`config.mk`:
```
export PLATFORM = sky130hd
export DESIGN_NAME = ins_fetcher
export DESIGN_NICKNAME = d
export VERILOG_FILES = /design/src/rtl/ins_fetcher.sv
export SDC_FILE = /design/constraint.sdc
export NUM_CORES = 2
export LEC_CHECK = 0
export CORE_UTILIZATION = 45
export DETAILED_ROUTE_END_ITERATION = 8
export GPL_TIMING_DRIVEN = 0
export RECOVER_POWER = 25
export REMOVE_ABC_BUFFERS = 1
export SLEW_MARGIN = 0
export SYNTH_ARGS = -nofsm -noshare
export SYNTH_HDL_FRONTEND = slang
export SYNTH_SLANG_ARGS = --single-unit
```
`constraint.sdc`:
```
create_clock -name clk_in -period 18.9 [get_ports clk_in]
set_input_delay 2.835 -clock clk_in [delete_from_list [all_inputs] [get_ports clk_in]]
set_output_delay 2.835 -clock clk_in [all_outputs]
set_load 0.03 [all_outputs]
```
`src/rtl/ins_fetcher.sv`:
```
// Instruction fetch front end: fetch PC, direct-mapped I-cache, registered window to decode.
// Latency: one cycle from target lookup to presented window on a hit; miss refill then one re-lookup cycle.
// Backpressure: decoder stall holds the presented window; global rdy_in low freezes every register.
module ins_fetcher #(
    parameter int IDX_BIT  = 4,
    parameter int LINE_BIT = 4
) (
    input  logic                       clk_in,
    input  logic                       rst_in,
    input  logic                       rdy_in,
    input  logic                       rob_clear,
    input  logic [31:0]                rob_set_pc,
    output logic                       inst_input,
    output logic [31:0]                inst,
    output logic [31:0]                inst_addr,
    input  logic                       is_stall,
    input  logic [31:0]                next_PC,
    output logic                       mem_req,
    output logic [31:0]                mem_addr,
    input  logic                       mem_done,
    input  logic [(8<<LINE_BIT)-1:0]   mem_data
);

    localparam int LINES   = 1 << IDX_BIT;
    localparam int TAG_BIT = 32 - IDX_BIT - LINE_BIT;
    localparam int LINE_W  = 8 << LINE_BIT;

    typedef enum logic {
        IDLE = 1'b0,
        MISS = 1'b1
    } state_t;

    state_t state_q;
    state_t state_d;

    // Architectural fetch PC and the next values of every register.
    logic [31:0] pc_q;
    logic [31:0] pc_d;
    logic        inst_input_d;
    logic [31:0] inst_d;
    logic [31:0] inst_addr_d;
    logic        mem_req_d;
    logic [31:0] mem_addr_d;
    logic        fill;

    // Cache storage; only the valid bits need a reset value.
    logic [LINES-1:0]   valid_q;
    logic [TAG_BIT-1:0] tag_mem  [LINES];
    logic [LINE_W-1:0]  data_mem [LINES];

    // Lookup datapath signals.
    logic [31:0]         target;
    logic [31:0]         target_b;
    logic [IDX_BIT-1:0]  idx_a;
    logic [IDX_BIT-1:0]  idx_b;
    logic [TAG_BIT-1:0]  tag_a;
    logic [TAG_BIT-1:0]  tag_b;
    logic [31:0]         line_a;
    logic [31:0]         line_b;
    logic [31:0]         miss_line;
    logic                straddle;
    logic                hit_a;
    logic                hit_b;
    logic [LINE_W-1:0]   data_a;
    logic [LINE_W-1:0]   data_b;
    logic [LINE_BIT-1:0] off_h0;
    logic [LINE_BIT-1:0] off_h1;
    logic [LINE_BIT+2:0] bit_h0;
    logic [LINE_BIT+2:0] bit_h1;
    logic [15:0]         hw_first;
    logic [15:0]         hw_second;
    logic [31:0]         window;

    // Refill destination comes straight from the held request address.
    logic [IDX_BIT-1:0]  fill_idx;
    logic [TAG_BIT-1:0]  fill_tag;

    assign fill_idx = mem_addr[LINE_BIT +: IDX_BIT];
    assign fill_tag = mem_addr[LINE_BIT+IDX_BIT +: TAG_BIT];

    // With nothing presented the fetch PC is retried; otherwise the decoder's successor is the target.
    assign target   = inst_input ? next_PC : pc_q;
    assign target_b = target + 32'd2;

    assign idx_a = target[LINE_BIT +: IDX_BIT];
    assign tag_a = target[LINE_BIT+IDX_BIT +: TAG_BIT];
    assign idx_b = target_b[LINE_BIT +: IDX_BIT];
    assign tag_b = target_b[LINE_BIT+IDX_BIT +: TAG_BIT];

    assign line_a = {target[31:LINE_BIT], {LINE_BIT{1'b0}}};
    assign line_b = {target_b[31:LINE_BIT], {LINE_BIT{1'b0}}};

    // A halfword-aligned PC in the last halfword of a line pulls its second half from the next line.
    assign straddle = &target[LINE_BIT-1:1];

    assign hit_a = valid_q[idx_a] && (tag_mem[idx_a] == tag_a);
    assign hit_b = !straddle || (valid_q[idx_b] && (tag_mem[idx_b] == tag_b));

    // The first needed line that is absent is the one refilled first.
    assign miss_line = hit_a ? line_b : line_a;

    assign data_a = data_mem[idx_a];
    assign data_b = data_mem[idx_b];

    // Both halfwords of the window; the second offset wraps to zero exactly on a straddle.
    assign off_h0 = {target[LINE_BIT-1:1], 1'b0};
    assign off_h1 = off_h0 + LINE_BIT'(2);
    assign bit_h0 = {off_h0, 3'b000};
    assign bit_h1 = {off_h1, 3'b000};

    assign hw_first  = data_a[bit_h0 +: 16];
    assign hw_second = straddle ? data_b[bit_h1 +: 16] : data_a[bit_h1 +: 16];

    // Word-aligned: little-endian word. Halfword-aligned: first halfword goes to the upper half.
    assign window = target[1] ? {hw_first, hw_second} : {hw_second, hw_first};

    // Next-state and next-output logic; redirect outranks everything, refills are never abandoned.
    always_comb begin
        state_d      = state_q;
        pc_d         = pc_q;
        inst_input_d = inst_input;
        inst_d       = inst;
        inst_addr_d  = inst_addr;
        mem_req_d    = mem_req;
        mem_addr_d   = mem_addr;
        fill         = 1'b0;
        case (state_q)
            IDLE: begin
                if (rob_clear) begin
                    pc_d         = rob_set_pc;
                    inst_input_d = 1'b0;
                end else if (!(inst_input && is_stall)) begin
                    pc_d = target;
                    if (hit_a && hit_b) begin
                        inst_d       = window;
                        inst_addr_d  = target;
                        inst_input_d = 1'b1;
                    end else begin
                        inst_input_d = 1'b0;
                        mem_req_d    = 1'b1;
                        mem_addr_d   = miss_line;
                        state_d      = MISS;
                    end
                end
            end
            MISS: begin
                if (mem_done) begin
                    fill      = 1'b1;
                    mem_req_d = 1'b0;
                    state_d   = IDLE;
                end
                if (rob_clear) begin
                    pc_d         = rob_set_pc;
                    inst_input_d = 1'b0;
                end
            end
            default: begin
                state_d = IDLE;
            end
        endcase
    end

    // FSM state register.
    always_ff @(posedge clk_in or posedge rst_in) begin
        if (rst_in) begin
            state_q <= IDLE;
        end else if (rdy_in) begin
            state_q <= state_d;
        end
    end

    // Fetch PC, decoder-facing window and refill request registers.
    always_ff @(posedge clk_in or posedge rst_in) begin
        if (rst_in) begin
            pc_q       <= 32'd0;
            inst_input <= 1'b0;
            inst       <= 32'd0;
            inst_addr  <= 32'd0;
            mem_req    <= 1'b0;
            mem_addr   <= 32'd0;
        end else if (rdy_in) begin
            pc_q       <= pc_d;
            inst_input <= inst_input_d;
            inst       <= inst_d;
            inst_addr  <= inst_addr_d;
            mem_req    <= mem_req_d;
            mem_addr   <= mem_addr_d;
        end
    end

    // Line valid bits; a refill marks its line valid, overwriting any conflicting line.
    always_ff @(posedge clk_in or posedge rst_in) begin
        if (rst_in) begin
            valid_q <= '0;
        end else if (rdy_in && fill) begin
            valid_q[fill_idx] <= 1'b1;
        end
    end

    // Tag and data arrays, written only by a completed refill.
    always_ff @(posedge clk_in) begin
        if (rdy_in && fill) begin
            tag_mem[fill_idx]  <= fill_tag;
            data_mem[fill_idx] <= mem_data;
        end
    end

endmodule

```
# Yosys cells after proc, flatten, opt, wreduce, memory -nomap -nowiden
# Memories as Yosys holds them, arrays and structs flattened.
# Index checks and enable logic that the tools add are counted.
# word_totals
mem_bits_rw	2432
in_bits	198
output_inout_bits	98
word_cells	78
regBits	147
n_memories	2
# op_classes
bitwise_logic	5
shift	3
muxes	33
magnitude_cmp	4
eq_ne	8
addsub	2
reduce_logical	13
# memory_table
name	words	width	rd	rd_ports_with_merged_regs	wr	line_no	rtl
data_mem	16	128	2	0	1	49	logic [LINE_W-1:0] data_mem [LINES];
tag_mem	16	24	2	0	1	48	logic [TAG_BIT-1:0] tag_mem [LINES];
# ops
operator	count
variable part select 128 x 8 -> 16 bit	3
two-way mux 32 bit	6
one-hot mux 32 bit (2 select lines)	1
equality test 24 bit	2
adder 32 x 2 -> 32 bit, second input constant	1
two-way mux 1 bit	19
two-way mux 16 bit	1
bitwise OR 16 bit	1
less-than comparator 4 x 5 -> 1 bit, second input constant	3
AND reduction 5 bit	3
inequality test 2 bit, second input constant	5
binary-select mux 1 bit (select 4 bit)	2
logical AND 1 bit	6
one-hot mux 1 bit (2 select lines)	3
AND reduction 3 bit	2
adder 4 x 2 -> 4 bit, second input constant	1
demux 1 bit (select 4 bit)	1
>= comparator 4 x 1 -> 1 bit, second input constant	1
NOT 1 bit	4
inequality test 3 bit, second input constant	1
zero test 1 bit	1
logical OR 1 bit	1

# Longest topological paths before layout
# depth
ltp_word	11
ltp_mapped	37
mapped_depth_nobuf	15

# Worst setup path after synthesis
# No wires, ideal clock.
# synth_timing
path_kind	input to register
startpoint	input rdy_in
endpoint	register valid_q[0]
cell_stages	4
t_arrival_ps	14567
n_path_buf	0
required_ps	18769
path_slack_ps	4202
setup_time_ps	131
path_cell_list	nand3_1 or3_1 nor3_1 or2_2
# synth_via
elab_chain_len	1
# synth_rtl
element	line_no	rtl
from (decl)	10	input logic rdy_in,
logical AND 1 bit	195	end else if (rdy_in && fill) begin
to (signal assigned)	194	valid_q <= '0;
to (signal, indexed assignment)	196	valid_q[fill_idx] <= 1'b1;
to (decl)	47	logic [LINES-1:0] valid_q;
# Every way passes these cells.
# A chain may end at the register's enable or synchronous reset.

# Worst setup path after layout
# layout_timing
startpoint	input next_PC[2]
endpoint	register inst[13]
# layout_via
elab_chain_len	8
elab_cells_between_ends	19
classes_between	add/sub (2); eq/ne (1); shift (3); mux (5); reduce/logical (6); memory (2)
# layout_rtl
element	line_no	rtl
from (decl)	17	input logic [31:0] next_PC,
two-way mux 32 bit (*)	82	assign target = inst_input ? next_PC : pc_q;
parallel branches: the longest is 7 deep, another holds memory read (16 x 128 bit)	--	
to (signal assigned)	184	inst <= inst_d;
to (decl)	14	output logic [31:0] inst,
# Mark *: on every way between the ends. The select of a mux whose other input is x is not followed.

==> results.md <==
STA
* 0 — final hold violations
* false — RSZ-0062 raised after global routing
* 3.28 ns — Least-Margin Pin Slew
* 0.0558 ns — Worst Skew
* 11.05 ns — Tmin final
* 0.483 ns — smallest hold slack
* 58.4% — period utilisation layout
* 7.85 ns — final worst-path setup slack
* 53 — max-slew violation total from the final report
* 0 — count of endpoints failing setup in the final report
* -119% — relative slew slack
* 0.0905 GHz — Max Fclk

Routing
* 0 — number of design rule violations left after detail routing
* 10427 — initial DRC count
* 35.1 um — wire length per cell after detailed routing
* 6.79 — Vias per Instance
* 407000 um — wire length after detailed routing
* 78608 — via total after detailed routing
* 0 — post-route ant nets
* 9 — number of search-and-repair iterations in the first detailed-routing pass

Pwr
* 122 nW/um^2 — Power per Cell Area
* 17.7 mW — total power of the final layout
* 46.8 nW — leakage power
* 0.0000807 V — Max IR drop VDD

Worst setup path
* 11.78 ns — Crit path arrival time
* sky130_fd_sc_hd__buf_16 — Critical Path Most Common Cell
* flop — crit end category
* inst_input — start of the worst register-to-register path
* next_PC[2] — startpoint of the most critical setup path
* 0.89 ns — max incr delay on CP
* 46 — top fanout value on the critical path
* clkdlybuf4s50_1, mux2i_4, buf_16, buf_16, clkinv_4, buf_16, ha_4, and4_1, o21ai_2, and2_4, buf_16, buf_16, buf_16, buf_16, mux4_2, a22oi_1, nand2_1, xnor2_1, a2111oi_2, nand4_1, o41ai_4, and2_4, buf_16, mux2_2 — Critical Path, Cell by Cell
* 19.64 ns — required time worst endpoint
* in -> reg — type of the worst setup path
* sky130_fd_sc_hd__o41ai_4 — highest-delay cell along the critical path
* input port — kind of start point of the critical path

Outcome
* max-capacitance violations, max-slew violations — violated checks
* finished with violations — run status

Synthesis
* sky130_fd_sc_hd__edfxtp_1 — top_reg_cell synth
* 124000 sq um — area of the mapped netlist
* 59.0% — share of Yosys cell area claimed by the top area cell type
* 96 — Unique masters post-synth
* sky130_fd_sc_hd__edfxtp_1 (2432), sky130_fd_sc_hd__mux4_2 (1196), sky130_fd_sc_hd__nand2_1 (903) — Commonest cells post-synth
* 2575 — flop and latch count out of synthesis
* sky130_fd_sc_hd__edfxtp_1 — cell taking the most area after synthesis
* 0 — synthesis warning total
* 2432 — Post-synth EDFFs
* 7368 — synthesized instance count
* sky130_fd_sc_hd__edfxtp_1 — leading cell type by number of instances after synthesis
* 16.8 sq um — average size of a mapped cell
* 61.9% — sequential element share of the synthesized area
* 5.55% — share of synthesized flip-flops with an asynchronous set or reset
* sky130_fd_sc_hd__edfxtp_1 (59%), sky130_fd_sc_hd__mux4_2 (22%), sky130_fd_sc_hd__dfrtp_1 (2.9%) — Area contributors post-synth

Clock network
* 0.87 ns — Skew-Pair Late Insertion Delay
* 286 — CTS Buf Count
* 0.06 ns — Clk pin slew, worst setup/hold paths
* done — CTS tree
* sky130_fd_sc_hd__clkbuf_16 — master cell of the clock root buffer
* 4 — buffer levels on the longest clock path
* 0 — post-cts repair resize count
* 5 — H-tree lvl count
* 2575 — TritonCTS Sinks
* 0 — hold buffers post-CTS
* 0 — number of setup buffers added after CTS

Job
* 3 — maxcap violations

GRT
* 29.2% — overall track demand over capacity in global routing
* 78937 — vias in the first global route
* 69 — initial antenna violation count
* 0 — total grt overflow
* 110 — maximum number of pins on one net before global-route repair
* 584000 um — first-pass GRT wire length

Floorplan
* 192 — # rows
* 527 um — die outline width
* 45.3% — Initial Utilization
* 277000 sq um — die outline area
* 296 — boundary pin count
* 274000 sq um — area of the core region
* 527 um — chip height

Place
* 0.805 — RePlAce Congestion
* 11044 — dpl cells
* 291 — number of buffers inserted by port buffering
* 7.09 ns — pre-CTS worst setup slack
* 262000 um — estimated wirelength of the detail-placed design
* 136000 sq um — area after detailed placement

Finish
* 11575 — number of non-filler instances in the completed layout
* 26.5% — share of post-route cells with drive strength above 1
* 21363 — number of fillers in the final layout
* 17.2% — synth-to-layout area growth
* 7943 — Post-layout nets
* 145000 sq um — cell area after layout

Worst hold path
* inst_addr[17] — min-delay src
* reg -> reg — class of the tightest hold or removal check

-- placed cells by master (no fill, tap or decap), types with 140 or more instances in the layout --
master,n
sky130_fd_sc_hd__nand2_1,900
sky130_fd_sc_hd__dfrtp_1,140
sky130_fd_sc_hd__edfxtp_1,2432
sky130_fd_sc_hd__a21oi_1,291
sky130_fd_sc_hd__nor2_1,152
sky130_fd_sc_hd__mux4_2,1196
sky130_fd_sc_hd__nand3_1,257
sky130_fd_sc_hd__buf_12,158
sky130_fd_sc_hd__clkbuf_16,297
sky130_fd_sc_hd__clkdlybuf4s50_1,224
sky130_fd_sc_hd__o21ai_0,180
-- power breakdown --
group | internal (mW) | switching [mW]
combinational | 2.40 | 3.20
sequential | 6.51 | 0.228
clock | 3.05 | 2.28
-- flip-flops by register name, indices dropped and copies added (netlist names) --
register    flops
valid_q        16
pc_q           32
mem_addr       28
data_mem     2048
inst_addr      32
inst_input      1
tag_mem       384
inst           32
mem_req         1
state_q         1
-- routing by layer --
metal | track usage (%) | wire (um)
met5 | 0 | 257
met4 | 11.3 | 15800
met3 | 5.75 | 42500
met2 | 44.7 | 188000
met1 | 41.3 | 160000
-- critical path: cells and delay by family --
family	cells	cell delay, ns
and+or+nand+nor	5	2.03
xor gates and xnor gates	1	0.21
AOI/OAI and AO/OA	4	1.65
adders and majority gates	1	0.28
buffers and inverters	10	2.91
muxes	3	1.37
-- final timing paths --
check | end | slack [ns] | depth (start not counted)
hold / removal | inst_addr[17] | 0.48 | 1
max in group asynchronous | inst[11] | 13.97 | 3
setup / recovery | inst[13] | 7.85 | 24
setup reg to reg | inst[13] | 9.16 | 24
hold reg to reg | inst_addr[17] | 0.48 | 1
min in group asynchronous | inst[2] | 3.29 | 2
-- through the flow --
| stage | setup TNS, ns | util [%] |
|---|---|---|
| finish | 0 | 53.0 |
| global route | 0 | 53.0 |
| CTS | 0 | 53.0 |
| detailed placement | 0 | 49.8 |
| global placement | - | 46.9 |
| floorplan | -1530.56 | - |
-- logic make-up after synthesis --
logic type,share of synthesized area [%]
AOI/OAI and AO/OA,5.74
xor gates and xnor gates,0.676
adders and majority gates,0.0202
buffers and inverters,2.58
DFF,61.9
muxes,23.5
other,0.00303
and+or+nand+nor,5.63
-- final cells by class --
| class | instances | area, sq um | share of cell area, % |
|---|---|---|---|
| repair buffers | 681 | 10500 | 7.22 |
| well taps | 3589 | 4490 | 3.09 |
| diodes | 29 | 72.6 | 0.0500 |
| flip-flops and latches | 2575 | 76600 | 52.8 |
| inverters | 67 | 267 | 0.184 |
| clock buffers | 386 | 7850 | 5.41 |
| clock inverters | 116 | 853 | 0.588 |
| multi-input cells | 4132 | 44500 | 30.6 |
Power figures use the tool's default switching activity.
